## config.mk

```make
export PLATFORM = sky130hd
export DESIGN_NAME = var_delay15_align
export DESIGN_NICKNAME = d
export VERILOG_FILES = /design/src/rtl/var_delay15_align.sv
export SDC_FILE = /design/constraint.sdc
export NUM_CORES = 1
export LEC_CHECK = 0
export CORE_ASPECT_RATIO = 0.8
export CORE_UTILIZATION = 55
export CTS_BUF_LIST = sky130_fd_sc_hd__clkbuf_4
export CTS_CLUSTER_SIZE = 12
export DETAILED_ROUTE_END_ITERATION = 8
export GPL_ROUTABILITY_DRIVEN = 0
export PLACE_DENSITY = 0.88
export SYNTH_ARGS = -nofsm -noshare
export SYNTH_HDL_FRONTEND = slang
export SYNTH_SLANG_ARGS = --single-unit
```

## constraint.sdc

```tcl
create_clock -name clk -period 3.8 [get_ports clk]
set_input_delay 0.38 -clock clk [delete_from_list [all_inputs] [get_ports clk]]
set_output_delay 0.38 -clock clk [all_outputs]
set_load 0.05 [all_outputs]
```

## src/rtl/var_delay15_align.sv

```systemverilog
// rtl/var_delay15_align.sv - closed-loop tap scan, seek and lock monitor for var_delay15
//
// Scans all 16 taps of the attached var_delay15 starting from the current tap.
// For each tap it counts the cycles where ref_sig and dly_sig differ. It then
// steps the line to the first tap that gave the lowest count, and keeps checking
// that tap in back-to-back windows.
//
// Ports:
//   clk        clock shared with var_delay15
//   rst        synchronous active-high reset; must also reset var_delay15
//   start      begin a scan from IDLE, MONITOR or FAIL (ignored while busy)
//   ref_sig    reference stream
//   dly_sig    var_delay15.out_sig
//   inc_pulse  registered single-cycle increment to var_delay15.inc_pulse
//   tap        mirror of the delay-line length (0..15)
//   best_err   lowest window error count seen in the last scan
//   busy       high while scanning or seeking
//   locked     high while monitoring a good tap
//   fail       high after a scan found no acceptable tap, or after lock loss
//
// Optional macro VAR_DELAY15_AUTO_RELOCK_EN: when lock is lost, start a fresh
// scan automatically instead of going to FAIL.
module var_delay15_align #(
    parameter int WIN_LEN    = 64,
    parameter int ERR_TOL    = 0,
    parameter int SETTLE_CYC = 2,
    localparam int CW        = $clog2(WIN_LEN + 1)
) (
    input  logic          clk,
    input  logic          rst,
    input  logic          start,
    input  logic          ref_sig,
    input  logic          dly_sig,
    output logic          inc_pulse,
    output logic [3:0]    tap,
    output logic [CW-1:0] best_err,
    output logic          busy,
    output logic          locked,
    output logic          fail
);
    localparam int SW = $clog2(SETTLE_CYC + 1);

    typedef enum logic [2:0] {
        S_IDLE,
        S_SETTLE,
        S_MEASURE,
        S_STEP,
        S_SEEK,
        S_MONITOR,
        S_FAIL
    } state_t;

    state_t        state;
    logic [3:0]    best_tap;
    logic [3:0]    scan_idx;
    logic [CW-1:0] err;
    logic [CW-1:0] win_cnt;
    logic [SW-1:0] set_cnt;

    logic [CW-1:0] err_next;
    logic [3:0]    tap_next;
    logic          mis;
    logic          win_last;
    logic          set_last;
    logic          lost;
    logic          best_err_ok;
    logic          scan_go;

    assign mis         = ref_sig ^ dly_sig;
    assign win_last    = (win_cnt == CW'(WIN_LEN - 1));
    assign set_last    = (set_cnt == SW'(SETTLE_CYC - 1));
    // Delay line samples inc_pulse on the same edge that the mirror advances.
    assign tap_next    = tap + {3'd0, inc_pulse};
    assign lost        = int'(err_next) > ERR_TOL;
    assign best_err_ok = int'(best_err) <= ERR_TOL;

    // Error count including the current cycle, saturating at WIN_LEN.
    always_comb begin
        err_next = err;
        if (mis && (err != CW'(WIN_LEN))) begin
            err_next = err + 1'b1;
        end
    end

    // Conditions that open a new scan. This block overrides the per-state update below.
    always_comb begin
        scan_go = 1'b0;
        if (start && (state == S_IDLE || state == S_MONITOR || state == S_FAIL)) begin
            scan_go = 1'b1;
        end
`ifdef VAR_DELAY15_AUTO_RELOCK_EN
        if (state == S_MONITOR && win_last && lost) begin
            scan_go = 1'b1;
        end
`else
        if (state == S_IDLE && !start) begin
            scan_go = 1'b0;
        end
`endif
    end

    always_ff @(posedge clk) begin
        if (rst) begin
            state     <= S_IDLE;
            inc_pulse <= 1'b0;
            tap       <= 4'd0;
            best_err  <= '1;
            best_tap  <= 4'd0;
            scan_idx  <= 4'd0;
            err       <= '0;
            win_cnt   <= '0;
            set_cnt   <= '0;
            busy      <= 1'b0;
            locked    <= 1'b0;
            fail      <= 1'b0;
        end else begin
            inc_pulse <= 1'b0;
            tap       <= tap_next;

            case (state)
                S_SETTLE: begin
                    if (set_last) begin
                        set_cnt <= '0;
                        err     <= '0;
                        win_cnt <= '0;
                        state   <= S_MEASURE;
                    end else begin
                        set_cnt <= set_cnt + 1'b1;
                    end
                end

                S_MEASURE: begin
                    if (win_last) begin
                        err     <= '0;
                        win_cnt <= '0;
                        // Strict compare: the first tap reaching the minimum is kept.
                        if (err_next < best_err) begin
                            best_err <= err_next;
                            best_tap <= tap;
                        end
                        if (scan_idx == 4'd15) begin
                            state <= S_SEEK;
                        end else begin
                            state     <= S_STEP;
                            inc_pulse <= 1'b1;
                        end
                    end else begin
                        err     <= err_next;
                        win_cnt <= win_cnt + 1'b1;
                    end
                end

                S_STEP: begin
                    scan_idx <= scan_idx + 4'd1;
                    set_cnt  <= '0;
                    state    <= S_SETTLE;
                end

                S_SEEK: begin
                    // Look one pulse ahead so that back-to-back pulses stop on best_tap.
                    if (tap_next != best_tap) begin
                        inc_pulse <= 1'b1;
                    end else begin
                        busy    <= 1'b0;
                        err     <= '0;
                        win_cnt <= '0;
                        if (best_err_ok) begin
                            state  <= S_MONITOR;
                            locked <= 1'b1;
                        end else begin
                            state <= S_FAIL;
                            fail  <= 1'b1;
                        end
                    end
                end

                S_MONITOR: begin
                    if (win_last) begin
                        err     <= '0;
                        win_cnt <= '0;
`ifdef VAR_DELAY15_AUTO_RELOCK_EN
                        // Lock loss is handled by the scan restart below.
`else
                        if (lost) begin
                            state  <= S_FAIL;
                            locked <= 1'b0;
                            fail   <= 1'b1;
                        end
`endif
                    end else begin
                        err     <= err_next;
                        win_cnt <= win_cnt + 1'b1;
                    end
                end

                default: begin
                end
            endcase

            if (scan_go) begin
                state    <= S_SETTLE;
                best_err <= '1;
                best_tap <= tap_next;
                scan_idx <= 4'd0;
                set_cnt  <= '0;
                err      <= '0;
                win_cnt  <= '0;
                busy     <= 1'b1;
                locked   <= 1'b0;
                fail     <= 1'b0;
            end
        end
    end

endmodule

```

-- Word-level counts from Yosys, hierarchy flattened
Index checks and enable logic that the tools add are counted.
- flip-flop bits (word level): 42
- output and inout port bits: 15
- logic and storage cells: 113
- add/subtract/negate cells: 5
- $lt $le $gt $ge: 3
- eq/ne operators: 24
- mux-type cells: 41
- bitwise logic cells: 1
- reduce and logical (&&, ||, !) cells: 26
- operator list (cell ; number):
    $pmux 7 s3 ; 2
    $mux 7 ; 5
    $mux 3 ; 6
    $mux 1 ; 17
    $mux 4 ; 4
    $ne 2x2->1 const B ; 8
    $ne 3x3->1 const B ; 5
    $pmux 3 s5 ; 1
    $add 7x1->7 const B ; 2
    $reduce_and 6->1 ; 2
    $reduce_bool 2->1 ; 6
    $reduce_and 5->1 ; 2
    $eq 3x3->1 const B ; 3
    $reduce_and 3->1 ; 3
    $eq 7x6->1 const B ; 1
    $gt 7x1->1 const B ; 1
    $le 7x1->1 const B ; 1
    $lt 7x7->1 ; 1
    $ne 7x7->1 const B ; 1
    $eq 3x2->1 const B ; 2
    $pmux 1 s2 ; 3
    $reduce_bool 6->1 ; 1
    $reduce_bool 5->1 ; 1
    $add 4x1->4 ; 1
    16 further kinds ; 21

-- Longest topological paths before layout
- depth after elaboration: 8
- gate-level depth with buffers: 14
- gate-level depth less buffers: 12

-- Worst setup path before layout
Ideal clock, no wire load.
- kind: reg-to-reg
- start: register err[0]
- end: register best_tap[1]
- arrival time: 2.872 ns
- setup slack: 0.810 ns
- stages on the path, launching flop included: 15
- path buffers: 2
- clock period less this slack: 2.990 ns
- path through: dfxtp_1 clkbuf_1 inv_1 ha_1 nand2_1 o211ai_1 o21ai_1 ha_1 o21ai_0 a311oi_1 a221o_2 a32oi_4 buf_6 mux2i_1 nand2_1
- longest elaborated chain between the ends: 6
- elaborated cells between the ends (all ways): 7
- classes of those cells: 1 x add/sub; 1 x order compare; 1 x eq/ne; 1 x mux; 3 x reduce/logical
- ends and longest elaborated chain (item ; line ; RTL):
    start, declared ; 56 ; logic [CW-1:0] err;
    start signal, assigned ; 148 ; err <= err_next;
    start signal, assigned ; 191 ; err <= err_next;
    parallel branches: the longest is 2 deep, another holds $add 7x1->7 ; n/a ;
    $mux 7 (*) ; 80 ; if (mis && (err != CW'(WIN_LEN))) begin
    $lt 7x7->1 (*) ; 137 ; if (err_next < best_err) begin
    $reduce_bool 2->1 (no source line) (*) ; n/a ;
    $reduce_and 3->1 (no source line) (*) ; n/a ;
    end signal, assigned ; 139 ; best_tap <= tap;
    end signal, assigned ; 203 ; best_tap <= tap_next;
    end, declared ; 54 ; logic [3:0] best_tap;
Every way passes the cells marked *.
A chain may end at the register's enable or synchronous reset.

-- Worst setup path after layout
- start: register err[0]
- end: register best_err[0]
- longest elaborated chain between the ends: 5
- elaborated cells between the ends (all ways): 6
- classes of those cells: 1 x add/sub; 1 x order compare; 1 x eq/ne; 1 x mux; 2 x reduce/logical
- ends and longest elaborated chain (item ; line ; RTL):
    parallel branches: the longest is 2 deep, another holds $add 7x1->7 ; n/a ;
    $mux 7 (*) ; 80 ;
    via err_next[6] ; 60 ; logic [CW-1:0] err_next;
    $lt 7x7->1 (*) ; 137 ;
    $reduce_and 3->1 (no source line) (*) ; n/a ;
    end signal, assigned ; 138 ; best_err <= err_next;
    end, declared ; 36 ; output logic [CW-1:0] best_err,
Mark *: on every way through the listed nets, which the timed path passes.

==> summary.md <==
| Metric | Value |
|---|---|
| Status | finished, final reports clean |
| FF+latch area | 840.8 um^2 |
| Die height | 60.94 um |
| Post-synthesis average cell area | 8.265 um^2 |
| Min-delay worst type | reg -> reg |
| Setup TNS Final | 0 ns |
| Final hold violation count | 0 |
| Pwr/cell area | 306.5 nW/um^2 |
| Clock Pin Slew Worst Setup and Hold Paths | 0.12 ns |
| Critical Path RT | 4.03 ns |
| DRT iter0 DRCs | 137 |
| CP Class | reg -> reg |
| Core Footprint | 4178 um^2 |
| Clk_lat worst skew | 0.37 ns |
| Synth Cell Area | 2389 um^2 |
| IO Port Bufs | 19 |
| Main synth FF type | dfxtp_1 |
| Routed wire length | 5.234 mm |
| Pleak | 0.001041 uW |
| Setup Skew | 0.01216 ns |
| CP max FO | 16 |
| Filler instances | 335 |
| Post-CTS Setup Bufs | 0 |
| Die W | 75.68 um |
| CTS max path bufs | 2 |
| Core Util, Final | 64.87% |
| Via/cell ratio | 5.934 |
| Most frequent cells in the layout | 42 x dfxtp_1, 37 x nor2_1, 34 x nand2_1, 19 x clkdlybuf4s50_1, 13 x nand3_1 |
| Relative slew slack | 43.79% |
| Asr flop ratio synth | 0% |
| Clock Sinks | 42 |
| Vias in the first global route | 1,880 |
| Yosys warnings | 0 |
| Mapped Nets | 304 |
| Max frequency | 288.7 MHz |
| Initial antenna violation count | 0 |
| # Max-Cap Violations | 0 |
| Largest net degree at the start of global routing | 20 |
| Layout cell share with drive strength beyond 1 | 5.825% |
| CTS root buf | clkbuf_4 |
| RSZ-0062 raised after global routing | false |
| # DRC | 0 |
| Worst Setup Start Kind | register |
| CTS tree | built |
| EDFF count, synth | 0 |
| Synth Instances | 289 |
| TritonCTS Buffers | 5 |
| NumNets Final | 323 |
| H-tree Lvls | 2 |
| Initial Util | 57.17% |
| Wire per inst | 14.30 um |
| Peak VDD IR | 0.1845 mV |
| WP data arrival | 3.69 ns |
| DRT Pass-1 Iters | 5 |
| CP Capture Type | register |
| Core Rows | 21 |
| Commonest non-fill, non-tap cell in the layout | dfxtp_1 |
| Final Slew Violations | 0 |
| # setup viols final | 0 |
| Tmin final | 3.464 ns |
| Pin slew with the least headroom to its limit | 0.8401 ns |
| Routed via count | 2,172 |
| Multi-input logic area | 1469 um^2 |
| Final worst-path cycle share | 91.15% |
| First-pass GRT wire length | 8.362 mm |
| Diodes inserted | 0 |
| GRT Residual Overflow | 0 |
| Ports | 20 |
| Sequential share of the synthesized area | 35.20% |
| Hpwl dp | 3.745 mm |
| Gr usage total | 24.55% |
| Post-CTS sizing | 0 |
| Antenna-violating nets left | 0 |
| Layout area overhead | 13.46% |
| Synth unique cells | 47 |
| Register bit count reported by yosys | 42 |
| Hold Buf Count CTS | 0 |
| Die Area | 4612 um^2 |
## layout make-up
class | instances | area share [%]
Clock inverter | 1 | 1.108
Inverter | 9 | 1.247
Sequential cell | 42 | 31.02
Tap cell | 57 | 2.632
Timing Repair Buffer | 22 | 7.849
Clock buffer | 7 | 1.939
Multi-Input combinational cell | 228 | 54.20
## worst paths after layout
path / endpoint / cells after the start / start / slack [ns]
min: win_cnt[5] / 1 / win_cnt[5] / 0.48
max: best_err[0] / 10 / err[0] / 0.34
min reg2reg: win_cnt[5] / 1 / win_cnt[5] / 0.48
max reg2reg: best_err[0] / 10 / err[0] / 0.34
## flip-flops by register name (all words and copies together), names as in the netlist
register and flops:
best_err 7, scan_idx 4, set_cnt 2, win_cnt 7
busy 1, state 3, fail 1, best_tap 4
tap 4, locked 1, inc_pulse 1, err 7
## Yosys cell counts, types with 2 or more instances
master / n / area [um^2]
mux2i_1: 7 / 70.07
dfxtp_1: 42 / 840.8
and3_1: 4 / 25.02
o211ai_1: 6 / 45.04
or2_1: 2 / 12.51
ha_1: 10 / 125.1
nor3_1: 10 / 50.05
o21ai_0: 8 / 40.04
or4_4: 2 / 22.52
xor2_1: 6 / 52.55
or3_1: 2 / 12.51
nand2b_1: 4 / 25.02
nor2_1: 37 / 138.9
o21ai_1: 7 / 35.03
nand3_1: 13 / 65.06
nand2_1: 34 / 127.6
inv_1: 9 / 33.78
a21oi_1: 9 / 45.04
a31oi_1: 7 / 43.79
a22oi_1: 5 / 37.54
xnor2_1: 8 / 70.07
o21a_1: 5 / 37.54
nor3b_1: 8 / 60.06
clkbuf_1: 9 / 33.78
a311oi_1: 3 / 26.28
o22ai_1: 3 / 18.77
nor4_1: 2 / 12.51
xor3_1: 2 / 47.55
nor2b_1: 7 / 43.79
## metrics by stage
step                instance area, um^2  total power [uW]  setup slack (ns)  instances  hold slack [ns]
CTS                                2710             832.3            0.3662        366           0.4820
floorplan                          2389             518.1            0.8104        289           0.4386
finish                             2710             830.7            0.3362        366           0.4814
global route                       2710             862.6           0.09909        366           0.5183
detailed placement                 2628             538.4            0.1499        358           0.4647
global placement                   2628             537.5            0.2809        358           0.4555
## where the power goes
group          leakage [uW]  total (uW)  switching [uW]  internal, uW
logic              0.000656        77.1            47.8          29.3
clock network     0.0000463         301             147           154
registers          0.000339         453            7.59           445
## layer usage
| layer | GRT usage [%] | vias to the layer above | wire length [um] |
|---|---|---|---|
| met3 | 5.150 | 13 | 338 |
| met5 | 0 | - | 0 |
| met1 | 33.13 | 998 | 2522 |
| li1 | - | 1080 | - |
| met4 | 10.58 | 0 | 114 |
| met2 | 38.27 | 81 | 2259 |
## worst max-delay path, stage by stage (launching register included)
cell and delay, ns:
dfxtp_1 0.52, ha_1 0.25, inv_1 0.06, or4_1 0.56
xnor2_1 0.41, ha_1 0.34, nor3_1 0.24, nor2_1 0.12
a32oi_4 0.50, mux2i_1 0.25, nand2_1 0.06
## logic make-up after synthesis
logic type / count (synthesis) / synth area share, %
DFF: 42 / 35.20
AOI/OAI and AO/OA: 63 / 18.44
buffers and inverters: 19 / 3.300
xor gates and xnor gates: 16 / 7.124
muxes: 7 / 2.934
adders and majority gates: 10 / 5.238
and+or+nand+nor: 132 / 27.76
(Power assumes the default switching activity.)
